## config.mk

```make
export PLATFORM = sky130hd
export DESIGN_NAME = mux_scan_serializer_flat
export DESIGN_NICKNAME = d
export VERILOG_FILES = /design/src/rtl/mux_scan_pkg.sv /design/src/rtl/mux_scan_serializer_if.sv /design/src/rtl/scan_counter.sv /design/src/rtl/mux_scan_serializer.sv /design/src/flat_wrapper.sv
export SDC_FILE = /design/constraint.sdc
export NUM_CORES = 1
export LEC_CHECK = 0
export ABC_AREA = 1
export BUFFER_PORTS_ARGS = -buffer_cell sky130_fd_sc_hd__clkbuf_2
export CAP_MARGIN = 20
export CORE_UTILIZATION = 51
export DETAILED_ROUTE_END_ITERATION = 8
export GPL_ROUTABILITY_DRIVEN = 0
export HOLD_SLACK_MARGIN = 0.12
export PLACE_DENSITY = 0.77
export SYNTH_ARGS = -nofsm -noshare
export SYNTH_HDL_FRONTEND = slang
export SYNTH_SLANG_ARGS = --single-unit
```

## constraint.sdc

```tcl
create_clock -name clk -period 1.9 [get_ports clk]
set_input_delay 0.475 -clock clk [delete_from_list [all_inputs] [get_ports clk]]
set_output_delay 0.475 -clock clk [all_outputs]
set_load 0.02 [all_outputs]
```

## src/rtl/mux_scan_pkg.sv

```systemverilog
// rtl/mux_scan_pkg.sv - shared constants, state encoding and select-step helper
// Contents: DEFAULT_N, IDLE/SCAN encodings, state_t, next_sel()
package mux_scan_pkg;

    localparam int DEFAULT_N = 4;

    localparam logic IDLE = 1'b0;
    localparam logic SCAN = 1'b1;

    typedef enum logic {
        ST_IDLE = IDLE,
        ST_SCAN = SCAN
    } state_t;

    // Widened to 32 bits so any N can use it; callers truncate back to N bits,
    // which gives the modulo 2**N wrap for free.
    function automatic logic [31:0] next_sel(input logic [31:0] sel, input logic msb_first);
        return msb_first ? (sel - 32'd1) : (sel + 32'd1);
    endfunction

endpackage

```

## src/rtl/mux_scan_serializer_if.sv

```systemverilog
// rtl/mux_scan_serializer_if.sv - load and serial-bit handshake bundle
// Signals: load_valid/load_ready/load_data/load_msb_first (word in),
//          sel/bit_out/bit_valid/bit_ready/last (bit stream out), busy (status)
// Modports: master = serializer side, slave = environment side
interface mux_scan_serializer_if #(
    parameter int N = 4
);
    localparam int W = 2 ** N;

    logic         load_valid;
    logic         load_ready;
    logic [W-1:0] load_data;
    logic         load_msb_first;
    logic [N-1:0] sel;
    logic         bit_out;
    logic         bit_valid;
    logic         bit_ready;
    logic         last;
    logic         busy;

    modport master (
        input  load_valid, load_data, load_msb_first, bit_ready,
        output load_ready, sel, bit_out, bit_valid, last, busy
    );

    modport slave (
        output load_valid, load_data, load_msb_first, bit_ready,
        input  load_ready, sel, bit_out, bit_valid, last, busy
    );

endinterface

```

## src/rtl/scan_counter.sv

```systemverilog
// rtl/scan_counter.sv - N-bit up/down select counter with load, enable and terminal flag
// Ports: clk, rst (sync, active-high), load, load_down (direction captured on load),
//        enable (step one position), count (current index), terminal (end of walk reached)
module scan_counter
    import mux_scan_pkg::*;
#(
    parameter int N = DEFAULT_N
) (
    input  logic         clk,
    input  logic         rst,
    input  logic         load,
    input  logic         load_down,
    input  logic         enable,
    output logic [N-1:0] count,
    output logic         terminal
);

    logic [N-1:0] cnt_q;
    logic         down_q;

    // Load wins over enable so a word accepted on the final beat restarts the walk.
    always_ff @(posedge clk) begin
        if (rst) begin
            cnt_q  <= '0;
            down_q <= 1'b0;
        end else if (load) begin
            down_q <= load_down;
            cnt_q  <= load_down ? '1 : '0;
        end else if (enable) begin
            cnt_q  <= N'(next_sel(32'(cnt_q), down_q));
        end
    end

    assign count    = cnt_q;
    assign terminal = down_q ? (cnt_q == '0) : (&cnt_q);

endmodule

```

## src/rtl/mux_scan_serializer.sv

```systemverilog
// rtl/mux_scan_serializer.sv - streams a parallel 2**N-bit word out one bit per beat with its select index
// Ports: clk, rst (sync, active-high), bus (mux_scan_serializer_if.master: load handshake in,
//        sel/bit_out/bit_valid/bit_ready/last stream out, busy)
module mux_scan_serializer
    import mux_scan_pkg::*;
#(
    parameter int N = DEFAULT_N
) (
    input  logic                  clk,
    input  logic                  rst,
    mux_scan_serializer_if.master bus
);

    localparam int W = 2 ** N;

    state_t       state_q;
    state_t       state_d;
    logic [W-1:0] word_q;
    logic [N-1:0] sel_w;
    logic         term_w;
    logic         load_fire;
    logic         beat;

    assign load_fire = bus.load_valid & bus.load_ready;
    assign beat      = bus.bit_valid & bus.bit_ready;

    // Stepping stops on the last beat so sel keeps its final value in IDLE.
    scan_counter #(.N(N)) u_scan_counter (
        .clk       (clk),
        .rst       (rst),
        .load      (load_fire),
        .load_down (bus.load_msb_first),
        .enable    (beat & ~bus.last),
        .count     (sel_w),
        .terminal  (term_w)
    );

    always_ff @(posedge clk) begin
        if (rst) begin
            state_q <= ST_IDLE;
        end else begin
            state_q <= state_d;
        end
    end

    // The word is only written on an accepted load, so it is frozen during the walk.
    always_ff @(posedge clk) begin
        if (rst) begin
            word_q <= '0;
        end else if (load_fire) begin
            word_q <= bus.load_data;
        end
    end

    always_comb begin
        state_d        = state_q;
        bus.load_ready = 1'b0;
        bus.bit_valid  = 1'b0;
        bus.busy       = 1'b0;
        bus.last       = 1'b0;
        case (state_q)
            ST_IDLE: begin
                bus.load_ready = 1'b1;
                if (bus.load_valid) begin
                    state_d = ST_SCAN;
                end
            end
            ST_SCAN: begin
                bus.bit_valid  = 1'b1;
                bus.busy       = 1'b1;
                bus.last       = term_w;
                // Opening the load port on the final beat makes back-to-back words seamless.
                bus.load_ready = term_w & bus.bit_ready;
                if (term_w && bus.bit_ready) begin
                    state_d = bus.load_valid ? ST_SCAN : ST_IDLE;
                end
            end
        endcase
    end

    assign bus.sel     = sel_w;
    assign bus.bit_out = word_q[sel_w];

endmodule

```

## src/flat_wrapper.sv

```systemverilog
// flat-port wrapper written by rule: the top's interface ports become plain ports
module mux_scan_serializer_flat import mux_scan_pkg::*;
#(
    parameter int N = DEFAULT_N
)
  (clk, rst, bus_load_valid, bus_load_data, bus_load_msb_first, bus_bit_ready, bus_load_ready, bus_sel, bus_bit_out, bus_bit_valid, bus_last, bus_busy);
  mux_scan_serializer_if #(.N(N)) bus_i ();
  input  logic clk;
  input  logic rst;
  input wire logic [$bits(bus_i.load_valid)-1:0] bus_load_valid;
  input wire logic [$bits(bus_i.load_data)-1:0] bus_load_data;
  input wire logic [$bits(bus_i.load_msb_first)-1:0] bus_load_msb_first;
  input wire logic [$bits(bus_i.bit_ready)-1:0] bus_bit_ready;
  output wire logic [$bits(bus_i.load_ready)-1:0] bus_load_ready;
  output wire logic [$bits(bus_i.sel)-1:0] bus_sel;
  output wire logic [$bits(bus_i.bit_out)-1:0] bus_bit_out;
  output wire logic [$bits(bus_i.bit_valid)-1:0] bus_bit_valid;
  output wire logic [$bits(bus_i.last)-1:0] bus_last;
  output wire logic [$bits(bus_i.busy)-1:0] bus_busy;
  assign bus_i.load_valid = bus_load_valid;
  assign bus_i.load_data = bus_load_data;
  assign bus_i.load_msb_first = bus_load_msb_first;
  assign bus_i.bit_ready = bus_bit_ready;
  assign bus_load_ready = bus_i.load_ready;
  assign bus_sel = bus_i.sel;
  assign bus_bit_out = bus_i.bit_out;
  assign bus_bit_valid = bus_i.bit_valid;
  assign bus_last = bus_i.last;
  assign bus_busy = bus_i.busy;
  mux_scan_serializer #(.N(N)) u_core (.clk(clk), .rst(rst), .bus(bus_i));
endmodule
```

Word-level counts from Yosys, hierarchy flattened
Cells that the tools add are included.

Register bits after elaboration: 22. Word-level logic and storage cells: 30.

Add/subtract/negate cells: 2. Order comparisons: 1. Muxes and demuxes: 13. Bitwise gates (word level): 6. Reductions and logical operators: 4.

Operators by type and width (count): $mux W4 (4); $mux W1 (6); $lt A4 B5 Y1 const B (1); $add A4 B1 Y4 const B (1); $and A1 B1 Y1 (4); $bmux W1 S4 (1); $logic_not A4 Y1 (1); $pmux W1 S2 (2); $reduce_and A4 Y1 (1); $sub A4 B1 Y4 const B (1); $not A1 Y1 (2); $reduce_bool A2 Y1 (1); $logic_and A1 B1 Y1 (1).

Longest topological paths before layout
Word-level depth: 7. Mapped depth: 10. Depth with buffers taken out: 9.

Hierarchy
Synthesis repeated with hierarchy kept, for this count alone.

Cell total of the unflattened synthesis: 169. Area, all modules: 1246.2 µm².

Modules (own cells, without submodules): mux_scan_serializer (instances 1, cells each 117, area an instance 899.6 µm², sequential area each 340.3 µm²); scan_counter (instances 1, cells each 52, area an instance 346.6 µm², sequential area each 100.1 µm²).

Worst setup path after synthesis
OpenSTA, ideal clock, no wires.

Path kind: reg-to-output. Start: register u_core.u_scan_counter.cnt_q[0] (netlist: u_core.u_scan_counter.count[0]). End: output bus_bit_out. Data arrival time: 1.329 ns. Slack: 0.096 ns. Cell stages (with the launch flop): 6. Path buffers: 0. Path through: dfxtp_1 -> clkinv_1 -> o21ai_0 -> o22ai_1 -> o211ai_1 -> nand2_1.

Longest elaborated chain between the ends: 2.

RTL lines: start: declaration (RTL line scan_counter.sv:18) `logic [N-1:0] cnt_q;`; start signal: assignment (RTL line scan_counter.sv:28) `cnt_q <= load_down ? '1 : '0;`; start signal: assignment (RTL line scan_counter.sv:30) `cnt_q <= N'(next_sel(32'(cnt_q), down_q));`; $bmux W1 S4 (RTL line mux_scan_serializer.sv:82) `assign bus.bit_out = word_q[sel_w];`; $mux W1 (not written as such) (RTL line mux_scan_serializer.sv:82); end: declaration (RTL line flat_wrapper.sv:16) `output wire logic [$bits(bus_i.bit_out)-1:0] bus_bit_out;`.

No other way between the ends. The select of a mux whose other input is x is not followed.

Worst setup path in the final report
Start: register u_core.u_scan_counter.cnt_q[1] (netlist: u_core.u_scan_counter.count[1]). End: output bus_bit_out.

Same word-level chain as after synthesis.

==> impl_metrics.env <==
export IMPL_status="finished with violations"
export IMPL_failed_checks="negative setup slack"
export IMPL_viasPerCell=5.485
export IMPL_tns_ps=-182.0
export IMPL_syn_to_final_growth_pct=28.37
export IMPL_path_max_fanout=8
export IMPL_cts_buffer_depth=2
export IMPL_cts_root_buf="clkbuf_4"
export IMPL_slew_headroom_pct=79.93
export IMPL_finalPower_mw=1.297
export IMPL_core_area_sq_mm=0.002062
export IMPL_wl_per_cell_um=13.69
export IMPL_fin_crit_sh_pct=107.4
export IMPL_start_util_pct=56.67
export IMPL_drt_iter0_markers=40
export IMPL_synth_avg_cell_area_sq_um=6.998
export IMPL_clk_latency_ps=320
export IMPL_finalHoldViolations=0
export IMPL_final_cells=229
export IMPL_whs_ps=377.3
export IMPL_port_buffer_count=29
export IMPL_p_per_area_mw_per_mm2=864.6
export IMPL_vias=1256
export IMPL_crit_buf_inv=2
export IMPL_synthDistinctLibCells=22
export IMPL_worst_path_dominant_cell_family="flip-flops"
export IMPL_drive_gt1_share_pct=30.20
export IMPL_cp_required_ps=1420
export IMPL_syn_inst=167
export IMPL_die_area_sq_mm=0.002487
export IMPL_dieWidth_um=49.87
export IMPL_cp_slowest_stage_delay_ps=430
export IMPL_grt_pass1_wl_um=5382
export IMPL_syn_area_sq_mm=0.001169
export IMPL_path_cells="inv_1 -> a21oi_1 -> o21ai_0 -> nand3_1 -> o211ai_1 -> nand2_1 -> clkbuf_8"
export IMPL_p_leak_nw=0.6990
export IMPL_ios=30
export IMPL_routed_wl_um=3136
export IMPL_path_class="flip-flop to primary output"
export IMPL_grt_antenna_before_repair=0
export IMPL_drv_cap=0
export IMPL_clk_pin_slew_ps=140
export IMPL_cp_data_arrival_time_ps=1560
export IMPL_place_area_sq_mm=0.001334
export IMPL_drv_slew=0
export IMPL_drc_errors=0
export IMPL_hpwl_um=2024
export IMPL_setup_viol=3
export IMPL_synth_seq_cells=22
export IMPL_drtPass1Iterations=5
export IMPL_num_antenna_cells=0
export IMPL_std_cell_rows=16
export IMPL_ant_nets=0
export IMPL_synth_nets=191
export IMPL_critPathSlowestCell="dfxtp_4"
export IMPL_overflow=0
export IMPL_hold_class="input port to flip-flop"
export IMPL_cts_buffers=3
export IMPL_layout_nets=227
export IMPL_worstMarginPinSlew_ps=300.8
export IMPL_dieHeight_um=49.87
export IMPL_ys_warn_count=0
export IMPL_fmax_mhz=490.3
export IMPL_clock_sinks=22
export IMPL_rsz0062_at_grt="true"
export IMPL_fin_crit_ps=2040
export IMPL_ir_drop_mv=0.5855
export IMPL_final_area_sq_mm=0.001500
export IMPL_cts_hold_repair_buffers=0
export IMPL_first_global_vias=1203
export IMPL_worst_slack_ps=-139.7
export IMPL_ys_seq_area_share_pct=37.69
export IMPL_place_inst=219
export IMPL_cts_tree="built"
export IMPL_cts_htree_levels=1
export IMPL_clock_skew_ps=2.809
export IMPL_start_kind="flip-flop"
export IMPL_grt_max_degree=31
export IMPL_critPathCaptureType="primary output"
export IMPL_grt_total_usage_pct=28.84
==> worst register-to-register path, delay by kind of cell, from the launching register on <==
family / cells / cell delay, ps
buffers and inverters: 4 / 500
flip-flops: 1 / 390
AND/OR/NAND/NOR: 7 / 650
==> layer usage <==
| metal | share of wire, % | up-vias | GRT usage [%] |
|---|---|---|---|
| met4 | 3.7 | 0 | 17.14 |
| li1 | - | 623 | - |
| met5 | 0 | - | 0 |
| met3 | 7.5 | 15 | 4.321 |
| met2 | 48 | 66 | 46.85 |
| met1 | 41 | 552 | 35.76 |
==> area by class of cell <==
type / count / area [sq um]
repair buffers: 39 / 257.7
well taps: 27 / 33.78
flip-flops and latches: 22 / 449.2
inverters: 18 / 72.57
clock inverters: 1 / 30.03
multi-input cells: 119 / 634.4
clock buffers: 3 / 22.52
fillers: 173 / 561.8
==> logic make-up (layout without fill, tap and decap cells) <==
family,count (synthesis),after routing,share of synthesized area (%)
flip-flops,22,22,37.69
adder cells (fa/ha/maj),3,3,3.854
XOR/XNOR,3,3,2.249
buffers and inverters,26,61,10.60
AO/OA/AOI/OAI,41,41,18.63
AND/OR/NAND/NOR,72,72,26.98
==> report_power, final <==
group | leakage, nW | internal (mW) | total, mW | switching, mW
registers | 0.183 | 0.500 | 0.539 | 0.0391
logic | 0.488 | 0.166 | 0.383 | 0.217
clock network | 0.0279 | 0.213 | 0.375 | 0.162
total | 0.699 | 0.880 | 1.30 | 0.417
==> through the flow <==
stage                     worst slack [ps]  utilization (%)
after floorplan                      96.46                -
after global placement               196.1            64.68
after detailed placement             165.1            64.68
after CTS                           -53.56            70.81
after global routing                -180.6            72.75
final                               -139.7            72.75
==> cell usage in the layout, fill, tap and decap left out, types with 4 or more instances in the layout <==
| cell | n |
|---|---|
| nand2_1 | 33 |
| nand3_1 | 19 |
| o21ai_0 | 8 |
| inv_1 | 15 |
| buf_4 | 7 |
| a21oi_1 | 21 |
| dfxtp_1 | 19 |
| clkbuf_2 | 27 |
| o211ai_1 | 4 |
| nor2_1 | 10 |
==> cells in the mapped netlist (all sizes together) <==
master / instances / share of area [%]
a21oi: 22 / 9.4
a31oi: 1 / 0.54
buf: 7 / 4.5
clkbuf: 1 / 0.32
clkinv: 1 / 0.32
dfxtp: 22 / 38
fa: 1 / 1.7
ha: 2 / 2.1
inv: 17 / 5.5
nand2: 35 / 11
nand3: 22 / 10
nand4: 2 / 1.1
nor2: 13 / 4.2
o211ai: 4 / 2.6
o21ai: 13 / 5.6
o22ai: 1 / 0.54
xnor2: 3 / 2.2
==> state kept, by name, summed over array words and instances (netlist names) <==
signal / count
u_core.u_scan_counter.down_q: 1
u_core.word_q: 16
u_core.state_q: 1
u_core.u_scan_counter.count: 4
==> repair_timing <==
action / 4_1_cts / 5_1_grt
pin swaps: 3 / 5
setup endpoints to repair: 3 / 3
setup buffers: 3 / 2
resized for setup: 20 / 8
cloned: 1 / 0
==> final timing paths <==
kind	from	end	slack [ps]	cells after the start
worst max-delay path	u_core.u_scan_counter.count[1]	bus_bit_out	-140	7
worst min-delay path	bus_load_data[4]	u_core.word_q[4]	380	3
worst max register to register	u_core.u_scan_counter.count[0]	u_core.u_scan_counter.count[1]	270	11
worst min register to register	u_core.word_q[10]	u_core.word_q[10]	460	2
No activity file was read; power rests on OpenSTA's default activity.
